<file path="src/rtl/mdio_master.sv">
// MDIO management master: MDC generation, preamble + 32-bit frame shift-out,
// line release for read turnaround and 16-bit read-data capture.
module mdio_master #(
    parameter int CLK_DIV = 2,
    parameter int PRE_LEN = 32
) (
    input  logic        clk,
    input  logic        rst,
    input  logic        start,
    input  logic [31:0] t_data,
    input  logic        mdio_in,
    output logic        busy,
    output logic        done,
    output logic        rd_valid,
    output logic [15:0] rd_data,
    output logic        err,
    output logic        mdc,
    output logic        mdio_out,
    output logic        mdio_oe
);

    localparam int T  = 2 * CLK_DIV;
    localparam int N  = PRE_LEN + 32;
    localparam int DW = $clog2(CLK_DIV) + 1;
    localparam int BW = 7;

    localparam logic [DW-1:0] DIV_RISE = DW'(CLK_DIV - 1);
    localparam logic [DW-1:0] DIV_END  = DW'(T - 1);
    localparam logic [BW-1:0] BIT_LAST = BW'(N - 1);
    localparam logic [BW-1:0] PRE_END  = BW'(PRE_LEN);
    localparam logic [BW-1:0] TA_BIT   = BW'(PRE_LEN + 14);
    localparam logic [BW-1:0] DATA_BIT = BW'(PRE_LEN + 16);
    localparam logic          HAS_PRE  = (PRE_LEN > 0);

    typedef enum logic [1:0] {IDLE, PREAMBLE, FRAME} state_t;

    localparam state_t FIRST = HAS_PRE ? PREAMBLE : FRAME;

    state_t          state, state_next;
    logic [BW-1:0]   bit_cnt;
    logic [DW-1:0]   div_cnt;
    logic [31:0]     frame;
    logic            rd_type;
    logic [15:0]     shift;

    logic            legal, rd_in, accept, reject;
    logic            bit_end, mdc_rise, last_bit;
    logic            pre_next, next_bit, release_next;
    logic [BW-1:0]   bit_nxt;
    logic [4:0]      frame_idx;

    // ST/OP decode of the incoming request
    always_comb begin
        legal = 1'b0;
        rd_in = 1'b0;
        case (t_data[31:30])
            2'b01: begin
                legal = (t_data[29:28] == 2'b01) || (t_data[29:28] == 2'b10);
                rd_in = (t_data[29:28] == 2'b10);
            end
            2'b00: begin
                legal = 1'b1;
                rd_in = t_data[29];
            end
            default: ;
        endcase
    end

    assign busy     = (state != IDLE);
    assign accept   = start && !busy && legal;
    assign reject   = start && !busy && !legal;
    assign bit_end  = (div_cnt == DIV_END);
    assign mdc_rise = (div_cnt == DIV_RISE);
    assign last_bit = (bit_cnt == BIT_LAST);
    assign bit_nxt  = bit_cnt + 1'b1;

    // Value of the next bit to put on the line once the current bit period ends
    always_comb begin
        pre_next     = (state == PREAMBLE) && (bit_nxt != PRE_END);
        frame_idx    = 5'd31 - 5'(bit_nxt - PRE_END);
        next_bit     = pre_next ? 1'b1 : frame[frame_idx];
        release_next = rd_type && (bit_nxt >= TA_BIT);
    end

    always_comb begin
        state_next = state;
        case (state)
            IDLE:     if (accept) state_next = FIRST;
            PREAMBLE: if (bit_end && (bit_nxt == PRE_END)) state_next = FRAME;
            FRAME:    if (bit_end && last_bit) state_next = IDLE;
            default:  state_next = IDLE;
        endcase
    end

    always_ff @(posedge clk) begin
        if (rst) state <= IDLE;
        else     state <= state_next;
    end

    always_ff @(posedge clk) begin
        if (rst) begin
            bit_cnt  <= '0;
            div_cnt  <= '0;
            frame    <= '0;
            rd_type  <= 1'b0;
            shift    <= '0;
            done     <= 1'b0;
            rd_valid <= 1'b0;
            rd_data  <= '0;
            err      <= 1'b0;
            mdc      <= 1'b0;
            mdio_out <= 1'b0;
            mdio_oe  <= 1'b0;
        end else begin
            done     <= 1'b0;
            rd_valid <= 1'b0;
            err      <= reject;
            if (state == IDLE) begin
                if (accept) begin
                    frame    <= t_data;
                    rd_type  <= rd_in;
                    bit_cnt  <= '0;
                    div_cnt  <= '0;
                    shift    <= '0;
                    mdc      <= 1'b0;
                    mdio_oe  <= 1'b1;
                    mdio_out <= HAS_PRE | t_data[31];
                end
            end else begin
                div_cnt <= div_cnt + 1'b1;
                if (mdc_rise) begin
                    mdc <= 1'b1;
                    // PHY data is sampled on the MDC rising edge
                    if (rd_type && (bit_cnt >= DATA_BIT))
                        shift <= {shift[14:0], mdio_in};
                end
                if (bit_end) begin
                    div_cnt <= '0;
                    mdc     <= 1'b0;
                    if (last_bit) begin
                        done     <= 1'b1;
                        mdio_oe  <= 1'b0;
                        mdio_out <= 1'b0;
                        if (rd_type) begin
                            rd_data  <= shift;
                            rd_valid <= 1'b1;
                        end
                    end else begin
                        bit_cnt  <= bit_nxt;
                        mdio_oe  <= !release_next;
                        mdio_out <= release_next ? 1'b0 : next_bit;
                    end
                end
            end
        end
    end

endmodule
</file>
<file path="config.mk">
export PLATFORM = sky130hd
export DESIGN_NAME = mdio_master
export DESIGN_NICKNAME = d
export VERILOG_FILES = /design/src/rtl/mdio_master.sv
export SDC_FILE = /design/constraint.sdc
export NUM_CORES = 1
export LEC_CHECK = 0
export CAP_MARGIN = 20
export CORE_MARGIN = 5
export CORE_UTILIZATION = 47
export DETAILED_ROUTE_END_ITERATION = 8
export GPL_TIMING_DRIVEN = 0
export PLACE_DENSITY = 0.75
export RECOVER_POWER = 50
export SLEW_MARGIN = 0
export SYNTH_ARGS = -nofsm -noshare
export SYNTH_HDL_FRONTEND = slang
export SYNTH_SLANG_ARGS = --single-unit
export TNS_END_PERCENT = 5
</file>
<file path="constraint.sdc">
create_clock -name clk -period 2.2 [get_ports clk]
set_clock_uncertainty 0.2 [all_clocks]
set_input_delay 0.55 -clock clk [delete_from_list [all_inputs] [get_ports clk]]
set_output_delay 0.55 -clock clk [all_outputs]
set_load 0.01 [all_outputs]
</file>
==> metrics.txt <==
status=complete, but fails checks; failing checks=negative setup slack; Pleak=1.77 nW; VDD IR max=343 uV; Core Region=0.00721 mm^2; Post-synth EDFFs=0; register area share after synthesis=0.471; Inserted Diodes=0; worst setup margin=-0.0955 ns; Placement Rows=31; CTS Root Cell=clkbuf_8; CP endpoint kind=flop; Layout area overhead=37.7%; H-Tree Depth=3; cts hold-fix bufs=0; grt met3 use=0.0407; most common cell after layout, fill and taps aside=nand2_1; antenna-violating nets left=0; PD cells=643 mW/mm^2; Setup TNS Final=-0.192 ns; Post-Syn Instances=409; GRT Max-Usage Layer=met2; Max-slew headroom=0.640; cell family with most CP delay=multiplexers; vias in the first global route=3,016; YS warnings=0; largest net degree at the start of global routing=17; worst path required time=2.26 ns; share of cells above drive strength 1=0.167; Die ar.=0.00923 mm^2; DR vias=3,198; routed vias/inst=5.37; maximum clock path buffer count=2; GPL Wtd Cong=0.885; crit path time final=2.30 ns; Worst Path Arrival=2.36 ns; Synth Flop Type=dfxtp_1; final wirelength=8910 um; Detailed Routing Iterations Pass 1=5; Hold Fails Final Rpt=0; DRC Markers=0; met2 GRT Util=0.317; Netlist cell types=48; Die Y=96.1 um; CP startpoint kind=flop; placed cell area=0.00420 mm^2; Synth top area share=0.471; M1 GR Usage=0.241; crit path max fanout=6; RSZ-0062 raised after global routing=yes; worst path bufs/invs=2; initial antenna violation count=0; fillcell total=597; CTS Sinks=82; worst hold path type=reg -> reg; post-route insts no fill=596; WL per Instance=15.0 um; Net Count, Synth=451; Worst-Margin Slew=0.539 ns; most frequent cells in the layout=nand2_1 (103), dfxtp_1 (78), a21oi_1 (56), clkdlybuf4s50_1 (41), nor2_1 (24); FF+latch count, synth=82; async set-reset flop share out of synthesis=0; Post-Layout Inst Area=0.00480 mm^2; CTS tree=yes; DP HPWL=5820 um; top cell type by total area after synthesis=dfxtp_1; Skew-Pair Late Insertion Delay=0.36 ns; critical-path cell list=inv_4 > ha_4 > buf_12 > mux2i_1 > mux4_2 > nor2_2 > a31oi_1 > and4b_1 > o41ai_2; GR Util All Layers=0.191; Slew Viols, Final=0; fin util=0.665; final setup vio count=8; mapped cell area=0.00348 mm^2; critical path's largest stage delay=0.50 ns; number of max-cap violations=0; Die Wd=96.1 um; io pins=59; fmax=0.436 GHz; GRT overflow=0; top cells by area, synth=dfxtp_1 (47%), nand2_1 (11%), a21oi_1 (8.2%), a22o_1 (3.5%), mux2i_1 (2.9%); slowest CP cell=mux4_2; Placed Cells=565; pre-CTS setup slack=-1.04 ns; first-pass GRT wire length=13,800 um; Clock transition at path regs=0.10 ns; syn_area_per_cell=8.51 um^2; period utilisation layout=1.04; nets=534; critical path class=reg -> reg; Port Buffer Count=57; starting density of the core=0.483; Num CTS Buffers=9; initial detailed-routing violation count=191
## flip-flops by register name, indices dropped and copies added (netlist names), 2 cells and up
signal and cells:
div_cnt 2, bit_cnt 7, state 2, frame 32, shift 16, rd_data 16
## worst register-to-register path, cell delays in order (launching register included)
cell	delay (ns)
dfxtp_4	0.38
inv_4	0.04
ha_4	0.24
buf_12	0.13
mux2i_1	0.12
mux4_2	0.50
nor2_2	0.13
a31oi_1	0.06
and4b_1	0.22
o41ai_2	0.19
## path summary, 6_finish.rpt
| kind | start | endpoint | slack (ns) | cells after the start |
|---|---|---|---|---|
| setup reg to reg | bit_cnt[1]$_SDFFE_PP0P_ | mdio_out$_SDFFE_PP0P_ | -0.1 | 9 |
| setup / recovery | bit_cnt[1]$_SDFFE_PP0P_ | mdio_out$_SDFFE_PP0P_ | -0.1 | 9 |
| hold / removal | rd_data[7]$_SDFFE_PP0P_ | rd_data[7]$_SDFFE_PP0P_ | 0.26 | 2 |
| hold reg to reg | rd_data[7]$_SDFFE_PP0P_ | rd_data[7]$_SDFFE_PP0P_ | 0.26 | 2 |
## kinds of logic after synthesis
| logic type | share of synthesized area |
|---|---|
| and+or+nand+nor | 0.213 |
| AOI/OAI and AO/OA | 0.172 |
| DFF | 0.471 |
| buffers and inverters | 0.0438 |
| muxes | 0.0546 |
| xor gates and xnor gates | 0.0198 |
| adders and majority gates | 0.0248 |
## per-stage QoR
stage / hold slack, ns / power, mW
final: 0.255 / 3.08
after CTS: 0.259 / 3.05
after global placement: 0.241 / 1.80
after global routing: 0.274 / 3.19
after detailed placement: 0.246 / 1.80
after floorplan: 0.232 / 1.69
## power breakdown
part | internal (mW) | switching, mW | total [mW]
registers | 1.52 | 0.0226 | 1.54
logic | 0.147 | 0.136 | 0.282
clock network | 0.661 | 0.603 | 1.26
total | 2.32 | 0.761 | 3.08
## timing repair
action,4_1_cts,5_1_grt
gates resized for setup,33,40
gates cloned,0,1
pin swaps,8,7
buffers inserted,5,10
endpoints found under the hold margin,0,0
endpoints found under the setup margin,69,68
## synthesized netlist by cell type (2+ instances only)
master and n:
nand4_1 2, a2111oi_0 2, clkbuf_1 16, mux4_2 4, nor2b_1 4, ha_1 6
nand2_1 103, mux2i_1 10, nor2_1 25, buf_2 8, nand3b_1 3, buf_4 2
inv_1 5, o21ai_0 3, a31oi_1 9, xnor2_1 2, nor4_1 2, and3_1 3
or2_1 2, dfxtp_1 82, nor3_2 2, nor3_1 3, a22o_1 14, a21oi_1 57
a211oi_1 2, nor3b_1 4, nand3_1 10, xor2_1 4
## area by class of cell
type	count	area [um^2]	share of cell area
buffer	27	205	0.0428
multi-input combinational	293	1810	0.378
sequential	82	1650	0.344
clock inverter	7	110	0.0230
timing repair buffer	73	738	0.154
tap	99	124	0.0258
inverter	6	30.0	0.00626
clock buffer	9	124	0.0258
## per-layer routing
layer  wire length [um]  part of all wire
met5                  0                 0
met4                178             0.020
met3                510             0.057
met2               4420              0.50
met1               3810              0.43
(Power assumes the default switching activity.)
